<file path="src/rtl/fifo_rd_arbiter.sv">
// Round-robin owner of the async FIFO read port in the clk_r domain.
// Grants committed bursts, paces red_enable against the pointer block's registered enable, and steers data.
module fifo_rd_arbiter #(
  parameter int unsigned NREQ      = 4,
  parameter int unsigned BURST_MAX = 16,
  parameter int unsigned WIDTH     = 32,
  parameter int unsigned TIMEOUT   = 256,
  localparam int unsigned LW       = $clog2(BURST_MAX) + 1
) (
  input  logic               clk_r,
  input  logic               rst_r_gen,
  input  logic [NREQ-1:0]    req,
  input  logic [NREQ*LW-1:0] req_len,
  input  logic               fifo_empty,
  input  logic               fifo_red_en,
  input  logic [WIDTH-1:0]   fifo_rdata,
  output logic               red_enable,
  output logic [NREQ-1:0]    gnt,
  output logic [NREQ-1:0]    rd_valid,
  output logic [WIDTH-1:0]   rd_data,
  output logic [NREQ-1:0]    done,
  output logic               abort,
  output logic               busy
);

  localparam int unsigned LI = (NREQ > 1) ? $clog2(NREQ) : 1;
  localparam int unsigned TW = $clog2(TIMEOUT) + 1;

  typedef enum logic [1:0] {IDLE, BURST, ABORT, DRAIN} state_t;

  state_t          r_state;
  logic [LW-1:0]   r_rem;
  logic            r_en_q;
  logic [TW-1:0]   r_tcnt;
  logic [LI-1:0]   r_last;
  logic [NREQ-1:0] r_gnt;
  logic [NREQ-1:0] r_rd_valid;
  logic [NREQ-1:0] r_done;
  logic            r_abort;

  logic            w_found;
  logic [LI-1:0]   w_win;
  logic [LI-1:0]   w_idx;
  logic [LW-1:0]   w_len_raw;
  logic [LW-1:0]   w_len;
  logic [LW-1:0]   w_rem_nxt;
  logic            w_red_enable;
  logic            w_unused;

  // Empty is already folded into the qualified strobe; it only feeds the sanity check.
  assign w_unused = fifo_empty;

  // First requester after the last winner, circular.
  always_comb begin
    w_found = 1'b0;
    w_win   = '0;
    w_idx   = '0;
    for (int unsigned i = 1; i <= NREQ; i++) begin
      w_idx = LI'((32'(r_last) + i) % NREQ);
      if (!w_found && req[w_idx]) begin
        w_found = 1'b1;
        w_win   = w_idx;
      end
    end
  end

  // Winner's length, with 0 and oversize both meaning a full burst.
  always_comb begin
    w_len_raw = '0;
    for (int unsigned i = 0; i < NREQ; i++) begin
      if (LI'(i) == w_win) begin
        w_len_raw = req_len[i*LW +: LW];
      end
    end
    w_len = (w_len_raw == '0 || w_len_raw > LW'(BURST_MAX)) ? LW'(BURST_MAX) : w_len_raw;
  end

  assign w_rem_nxt    = (fifo_red_en && r_rem != '0) ? r_rem - LW'(1) : r_rem;
  assign w_red_enable = (r_state == BURST) && (r_rem > LW'(r_en_q));

  always_ff @(posedge clk_r or negedge rst_r_gen) begin
    if (!rst_r_gen) begin
      r_state    <= IDLE;
      r_rem      <= '0;
      r_en_q     <= 1'b0;
      r_tcnt     <= '0;
      r_last     <= LI'(NREQ - 1);
      r_gnt      <= '0;
      r_rd_valid <= '0;
      r_done     <= '0;
      r_abort    <= 1'b0;
    end else begin
      r_en_q     <= w_red_enable;
      r_rd_valid <= fifo_red_en ? r_gnt : '0;
      r_done     <= '0;
      r_abort    <= 1'b0;
      case (r_state)
        IDLE: begin
          r_tcnt <= '0;
          if (w_found) begin
            r_gnt   <= NREQ'(1) << w_win;
            r_rem   <= w_len;
            r_last  <= w_win;
            r_state <= BURST;
          end
        end
        BURST: begin
          r_rem <= w_rem_nxt;
          if (fifo_red_en) begin
            r_tcnt <= '0;
            if (r_rem == LW'(1)) begin
              r_state <= DRAIN;
              r_done  <= r_gnt;
            end
          end else if (r_tcnt == TW'(TIMEOUT - 1)) begin
            r_state <= ABORT;
          end else begin
            r_tcnt <= r_tcnt + TW'(1);
          end
        end
        ABORT: begin
          // A strobe launched by the last BURST-cycle enable still lands here.
          r_rem   <= w_rem_nxt;
          r_state <= DRAIN;
          r_done  <= r_gnt;
          r_abort <= (w_rem_nxt != '0);
        end
        DRAIN: begin
          r_gnt   <= '0;
          r_state <= IDLE;
        end
        default: r_state <= IDLE;
      endcase
    end
  end

  assign red_enable = w_red_enable;
  assign gnt        = r_gnt;
  assign rd_valid   = r_rd_valid;
  assign rd_data    = fifo_rdata;
  assign done       = r_done;
  assign abort      = r_abort;
  assign busy       = (r_state != IDLE);

  a_strobe_in_burst: assert property (@(posedge clk_r) disable iff (!rst_r_gen)
    fifo_red_en |-> ((r_state == BURST || r_state == ABORT) && !fifo_empty));

endmodule

</file>
<file path="config.mk">
export PLATFORM = sky130hd
export DESIGN_NAME = fifo_rd_arbiter
export DESIGN_NICKNAME = d
export VERILOG_FILES = /design/src/rtl/fifo_rd_arbiter.sv
export SDC_FILE = /design/constraint.sdc
export NUM_CORES = 1
export LEC_CHECK = 0
export CAP_MARGIN = 20
export CORE_ASPECT_RATIO = 0.75
export CORE_UTILIZATION = 25
export CTS_CLUSTER_DIAMETER = 150
export DETAILED_ROUTE_END_ITERATION = 10
export GPL_ROUTABILITY_DRIVEN = 1
export PLACE_DENSITY_LB_ADDON = 0.2
export SYNTH_ARGS = -nofsm -noshare
export SYNTH_HDL_FRONTEND = slang
export SYNTH_SLANG_ARGS = --single-unit
</file>
<file path="constraint.sdc">
create_clock -name clk_r -period 4.8 [get_ports clk_r]
set_clock_uncertainty 0.2 [all_clocks]
set_input_delay 0.72 -clock clk_r [delete_from_list [all_inputs] [get_ports clk_r]]
set_output_delay 0.72 -clock clk_r [all_outputs]
set_load 0.02 [all_outputs]
</file>
==> results.json, run 1 <==
{
  "crit_required_ns": 4.78,
  "hold_ws_ns": 0.300,
  "cap_violations": 0,
  "io_buffers": 41,
  "final_layout_size_suffix_gt1_share_pct": 4.63,
  "clk_latency_ns": 0.27,
  "syn_to_final_growth_pct": 20.0,
  "drv_slew": 0,
  "fin_crit_sh_pct": 85.4,
  "fmax_mhz": 244,
  "async_reset_ff_share_pct": 100,
  "r2r_slack_ns": 1.15,
  "dp_slack_ns": 0.408,
  "arrival_ns": 4.08,
  "rsz0062_at_grt": "no",
  "io_pins": 107,
  "fp.dieH_um": 82.6,
  "grt_pass1_vias": 1638,
  "tns_ns": 0,
  "static-leakage-power_nw": 1.08,
  "yosys_warnings": 0,
  "path_clk_slew_ns": 0.05,
  "cts_buffer_depth": 2,
  "vias": 1684,
  "max-vdd-ir-drop_mv": 0.214,
  "synth_cell_types": 42,
  "syn_inst": 249,
  "gp_congestion": 0.728,
  "setup_viol": 0,
  "hp-start": "r_last[0]",
  "path_cells": "clkdlybuf4s50_1, nor2b_1, a21oi_1, o221a_1, mux2i_1, mux2i_1, or4_1, ha_1, or4_1, a32oi_1",
  "r2r_cells": 9,
  "netlist_area_mm2": 0.00216,
  "pwr_density_cell_mw_per_mm2": 600,
  "fp-row-count": 28,
  "clock_sinks": 32,
  "hold_path_end": "r_last[0]",
  "synth.avg_cell_area_um2": 8.69,
  "n_antenna_cell": 0,
  "place.detailed.hpwl_mm": 3.35,
  "core_mm2": 0.00813,
  "fin_crit_ns": 4.10,
  "drt_first_pass_iters": 4,
  "ctsResizeCount": 0,
  "status": "complete, no violations",
  "grt_pass1_wl_mm": 7.56,
  "grt_usage_pct": 10.9,
  "drt_iter0_drc": 57,
  "power_mw": 1.56,
  "detail-route-antenna-nets": 0,
  "via_per_inst": 4.63,
  "antenna_found_initial": 0,
  "r2r-end": "r_rem[1]",
  "hold_viol": 0,
  "end_kind": "flop",
  "cp_max_fo": 17,
  "syn_nets": 319,
  "h-tree-depth": 2,
  "tightest_slew_ns": 0.622,
  "worstSetupPathType": "in -> reg",
  "cts-root-buf": "clkbuf_16",
  "post_drt_wl_per_cell_um": 12.3,
  "slew_headroom_pct": 58.1,
  "fin_nets": 328,
  "synthFlopType": "dfrtp_1",
  "start_util_pct": 26.6,
  "grt_max_degree": 33,
  "ys_ff_latch": 32,
  "cts_setup_buffers": 0,
  "cts_made_buffers": 5,
  "cts_tree": "done",
  "holdPathStages": 2,
  "cp_slowest_stage_delay_ns": 0.60,
  "r2r_start": "r_last[1]",
  "setup_ws_ns": 0.700,
  "postCtsHoldBufs": 0,
  "yosysSeqAreaShare_pct": 37.1,
  "cp-start-kind": "primary input",
  "cp_slowest_cell": "o221a_1",
  "hp-class": "reg -> reg",
  "overflow": 0,
  "wl_mm": 4.47,
  "synth_edf_count": 0,
  "route.detailed.drc": 0,
  "die_area_mm2": 0.00904,
  "die_x_um": 109
}
## per-layer routing
| layer | routed length, µm | track usage, % |
|---|---|---|
| met1 | 2340 | 14.8 |
| met2 | 1840 | 16.1 |
| met3 | 222 | 3.14 |
| met4 | 73 | 4.40 |
| met5 | 0 | 0 |
## cell usage after synthesis, drive strengths merged (2+ instances only)
master   n  share of area [%]
a31oi    3               0.87
or3      3               0.87
or4      3                1.0
nor2    15                2.6
nor2b    2               0.58
a21oi   13                3.0
inv      8                1.4
xor2     6                2.4
a221o    2               0.92
nor3     4               0.92
nand2b   6                1.7
nand4    2               0.58
and2     8                2.3
ha      10                5.8
clkbuf   5               0.87
a21o     2               0.69
dfstp    2                2.4
nand2   30                5.2
nor4     4                1.2
buf     37                 13
a21boi   3                1.0
dfrtp   30                 35
nand3    7                1.6
mux2i    5                2.3
o21ai   20                4.6
a32oi    6                2.4
a22oi    2               0.69
## critical path: cells and delay by family
family / cells / cell delay, ns
AND/OR/NAND/NOR: 3 / 1.19
AO/OA/AOI/OAI: 3 / 0.95
buffers and inverters: 1 / 0.48
multiplexers: 2 / 0.40
adder cells (fa/ha/maj): 1 / 0.34
## placed cells by master (no fill, tap or decap), types with 3 or more instances in the layout
cell and instances:
a21oi_1 13, a31oi_1 3, a32oi_1 6, and2_1 8
buf_4 3, clkbuf_16 5, clkdlybuf4s50_1 41, dfrtp_1 30
ha_1 10, inv_1 8, mux2i_1 5, nand2_1 30
nand2b_1 6, nand3_1 7, nor2_1 15, nor3_1 4
nor4_1 4, o21ai_0 17, o21ai_1 3, or3_1 3
or4_1 3, xor2_1 6
## sequential cells by signal, indices dropped and copies added (netlist names)
register and flops:
r_tcnt 9, r_rem 5, done 4, gnt 4, rd_valid 4, r_last 2, r_state 2, abort 1
r_en_q 1
## logic make-up after synthesis
| logic type | share of synthesized area, % |
|---|---|
| fa+ha+maj | 5.78 |
| compound gates | 17.7 |
| mux | 2.31 |
| simple gates | 19.2 |
| buf+inv | 15.0 |
| flops | 37.1 |
| xor+xnor | 2.83 |
## per-stage QoR
stage	utilization [%]	instance area, µm²	std cells
5_1_grt	32.0	2600	364
2_1_floorplan	-	2160	249
6_report	32.0	2600	364
3_5_place_dp	29.9	2430	356
3_3_place_gp	29.9	2430	356
4_1_cts	32.0	2600	364
## area by class of cell
| class | count | area (µm²) |
|---|---|---|
| fill | 881 | 5530 |
| multi-input combinational | 167 | 1040 |
| sequential | 32 | 803 |
| timing repair buffer | 44 | 433 |
| tap | 105 | 131 |
| clock buffer | 6 | 129 |
| clock inverter | 2 | 35.0 |
| inverter | 8 | 30.0 |
## worst max path at each step
| stage | from | endpoint | cells after the start |
|---|---|---|---|
| after floorplan | req[0] | r_rem[1] | 10 |
| after global placement | req[1] | r_rem[1] | 10 |
| after detailed placement | req[1] | r_rem[1] | 10 |
| after CTS | req[1] | r_rem[1] | 10 |
| after global routing | req[1] | r_rem[1] | 10 |
| final | req[1] | r_rem[1] | 10 |
## where the power goes
part	total (mW)	leakage, nW	internal [mW]	switching (mW)
sequential	0.440	0.422	0.355	0.0849
combinational	0.765	0.578	0.327	0.438
clock	0.354	0.0808	0.244	0.110
No activity file was read; power rests on OpenSTA's default activity.
==> run 2: changes to the inputs <==
- CELL_PAD_IN_SITES_DETAIL_PLACEMENT: unset -> 0
- CELL_PAD_IN_SITES_GLOBAL_PLACEMENT: unset -> 2
- CORE_UTILIZATION: 25 -> 24
- REMOVE_ABC_BUFFERS: unset -> 1
==> run 2 against run 1 <==
Worst setup slack got worse by 0.0065 ns. Clock-buffer cell count unchanged. Via count grew 7.0%. Register-to-register slack hardly changed. Critical endpoint unchanged.
==> results.json, run 2 (synthesis gave the netlist of run 1 again) <==
{
  "cap_violations": 0,
  "cts-root-buf": "clkbuf_16",
  "place.detailed.hpwl_mm": 4.87,
  "num-fill-cells": 915,
  "antenna_found_initial": 0,
  "top_regs": "r_tcnt (9), r_rem (5)",
  "io_pins": 107,
  "cp-start-kind": "primary input",
  "largest_reg_flops": 9,
  "rsz0062_at_grt": "no",
  "fin_crit_ns": 4.11,
  "via_per_inst": 4.91,
  "cp_slowest_stage_delay_ns": 0.63,
  "die_area_mm2": 0.00941,
  "cp_max_fo": 17,
  "io_buffers": 41,
  "grt_pass1_vias": 1847,
  "grt_usage_pct": 14.5,
  "fmax_mhz": 244,
  "fin_nets": 328,
  "cpLargestDelayFamily": "simple AND/OR/NAND/NOR gates",
  "dpl.cell_count": 359,
  "drt_iter0_drc": 99,
  "cts_made_buffers": 5,
  "detail-route-antenna-nets": 0,
  "slew_headroom_pct": 44.8,
  "setup_viol": 0,
  "core_mm2": 0.00860,
  "n_antenna_cell": 0,
  "syn_to_final_growth_pct": 20.2,
  "h-tree-depth": 2,
  "hp-class": "reg -> reg",
  "pwr_density_cell_mw_per_mm2": 611,
  "cts_tree": "done",
  "final_common_cell": "clkdlybuf4s50_1",
  "die_x_um": 112,
  "hold_viol": 0,
  "cp_num_buf_inv": 1,
  "path_cells": "clkdlybuf4s50_1, nor2b_1, a21oi_1, o221a_1, mux2i_1, mux2i_1, or4_1, ha_1, or4_1, a32oi_1",
  "start_util_pct": 25.2,
  "cts_buffer_depth": 2,
  "grt_pass1_wl_mm": 10.3,
  "drt_first_pass_iters": 4,
  "fp-row-count": 29,
  "wl_mm": 6.40,
  "static-leakage-power_nw": 1.08,
  "end_kind": "flop",
  "overflow": 0,
  "largest-register": "r_tcnt",
  "ctsResizeCount": 0,
  "layout.cells.non_filler": 367,
  "fp.dieH_um": 84.2,
  "cp_slowest_cell": "o221a_1",
  "final_layout_size_suffix_gt1_share_pct": 4.63,
  "route.detailed.drc": 0,
  "tightest_slew_ns": 0.822,
  "placed_area_mm2": 0.00244,
  "arrival_ns": 4.11,
  "multiInputGateArea_mm2": 0.00104,
  "final_core_util_pct": 30.2,
  "postCtsHoldBufs": 0,
  "vias": 1802,
  "power_mw": 1.59,
  "drv_slew": 0,
  "stdcell_area_mm2": 0.00260,
  "clk_latency_ns": 0.28,
  "path_clk_slew_ns": 0.05,
  "post_drt_wl_per_cell_um": 17.4,
  "crit_required_ns": 4.80,
  "fin_crit_sh_pct": 85.6,
  "r2r_slack_ns": 1.14,
  "gp_congestion": 0.682,
  "tns_ns": 0,
  "clock_sinks": 32,
  "cts_setup_buffers": 0,
  "grt_max_degree": 18,
  "status": "complete, no violations",
  "seqCellArea_um2": 803,
  "final_cell_mix": "clkdlybuf4s50_1, nand2_1, dfrtp_1",
  "worstSetupPathType": "in -> reg",
  "max-vdd-ir-drop_mv": 0.149
}
-- run 2: cell counts in the layout (fill, tap and decap cells not counted) --
No cell type changed its count.
-- run 2: per-stage QoR --
step | setup WS, ns | hold slack (ns)
finish | 0.694 | 0.303
global route | 0.443 | 0.337
CTS | 0.662 | 0.304
detailed placement | 0.367 | 0.295
global placement | 0.391 | 0.293
floorplan | 1.11 | 0.224
-- run 2: final timing paths --
check	from	endpoint	cells past startpoint
worst max-delay path	req[1]	r_rem[1]	10
worst min-delay path	r_last[0]	r_last[0]	2
worst max register to register	r_last[1]	r_rem[1]	9
worst min register to register	r_last[0]	r_last[0]	2
max in group asynchronous	rst_r_gen	r_last[1]	2
min in group asynchronous	rst_r_gen	r_state[0]	1
-- run 2: tightest hold or removal path, delay by kind of cell, from the launching register on --
kind | cells | cell delay, ns
AO/OA/AOI/OAI | 1 | 0.07
flip-flops | 1 | 0.38
AND/OR/NAND/NOR | 1 | 0.05
-- run 2: area by class of cell --
| class | count | share of cell area, % |
|---|---|---|
| clock buffers | 6 | 4.95 |
| flip-flops and latches | 32 | 30.9 |
| multi-input cells | 167 | 39.8 |
| clock inverters | 2 | 1.35 |
| repair buffers | 44 | 16.6 |
| well taps | 108 | 5.19 |
| inverters | 8 | 1.15 |
-- run 2: power breakdown --
group          leakage (nW)  internal [mW]  switching, mW
logic                 0.578          0.327          0.459
registers             0.422          0.355         0.0852
clock network        0.0808          0.244          0.118
total                  1.08          0.927          0.662
-- run 2: per-layer routing --
metal,share of wire [%],up-vias,GRT usage [%]
met5,0.45,-,5.13
met4,1.1,2,5.04
met3,11,7,8.45
met2,37,77,17.7
met1,50,857,19.9
li1,-,859,-
==> run 3: changes to the inputs <==
- CORE_MARGIN: unset -> 1
==> results of run 3 <==
The final DEF is identical to that of run 2; final timing and power are the same.
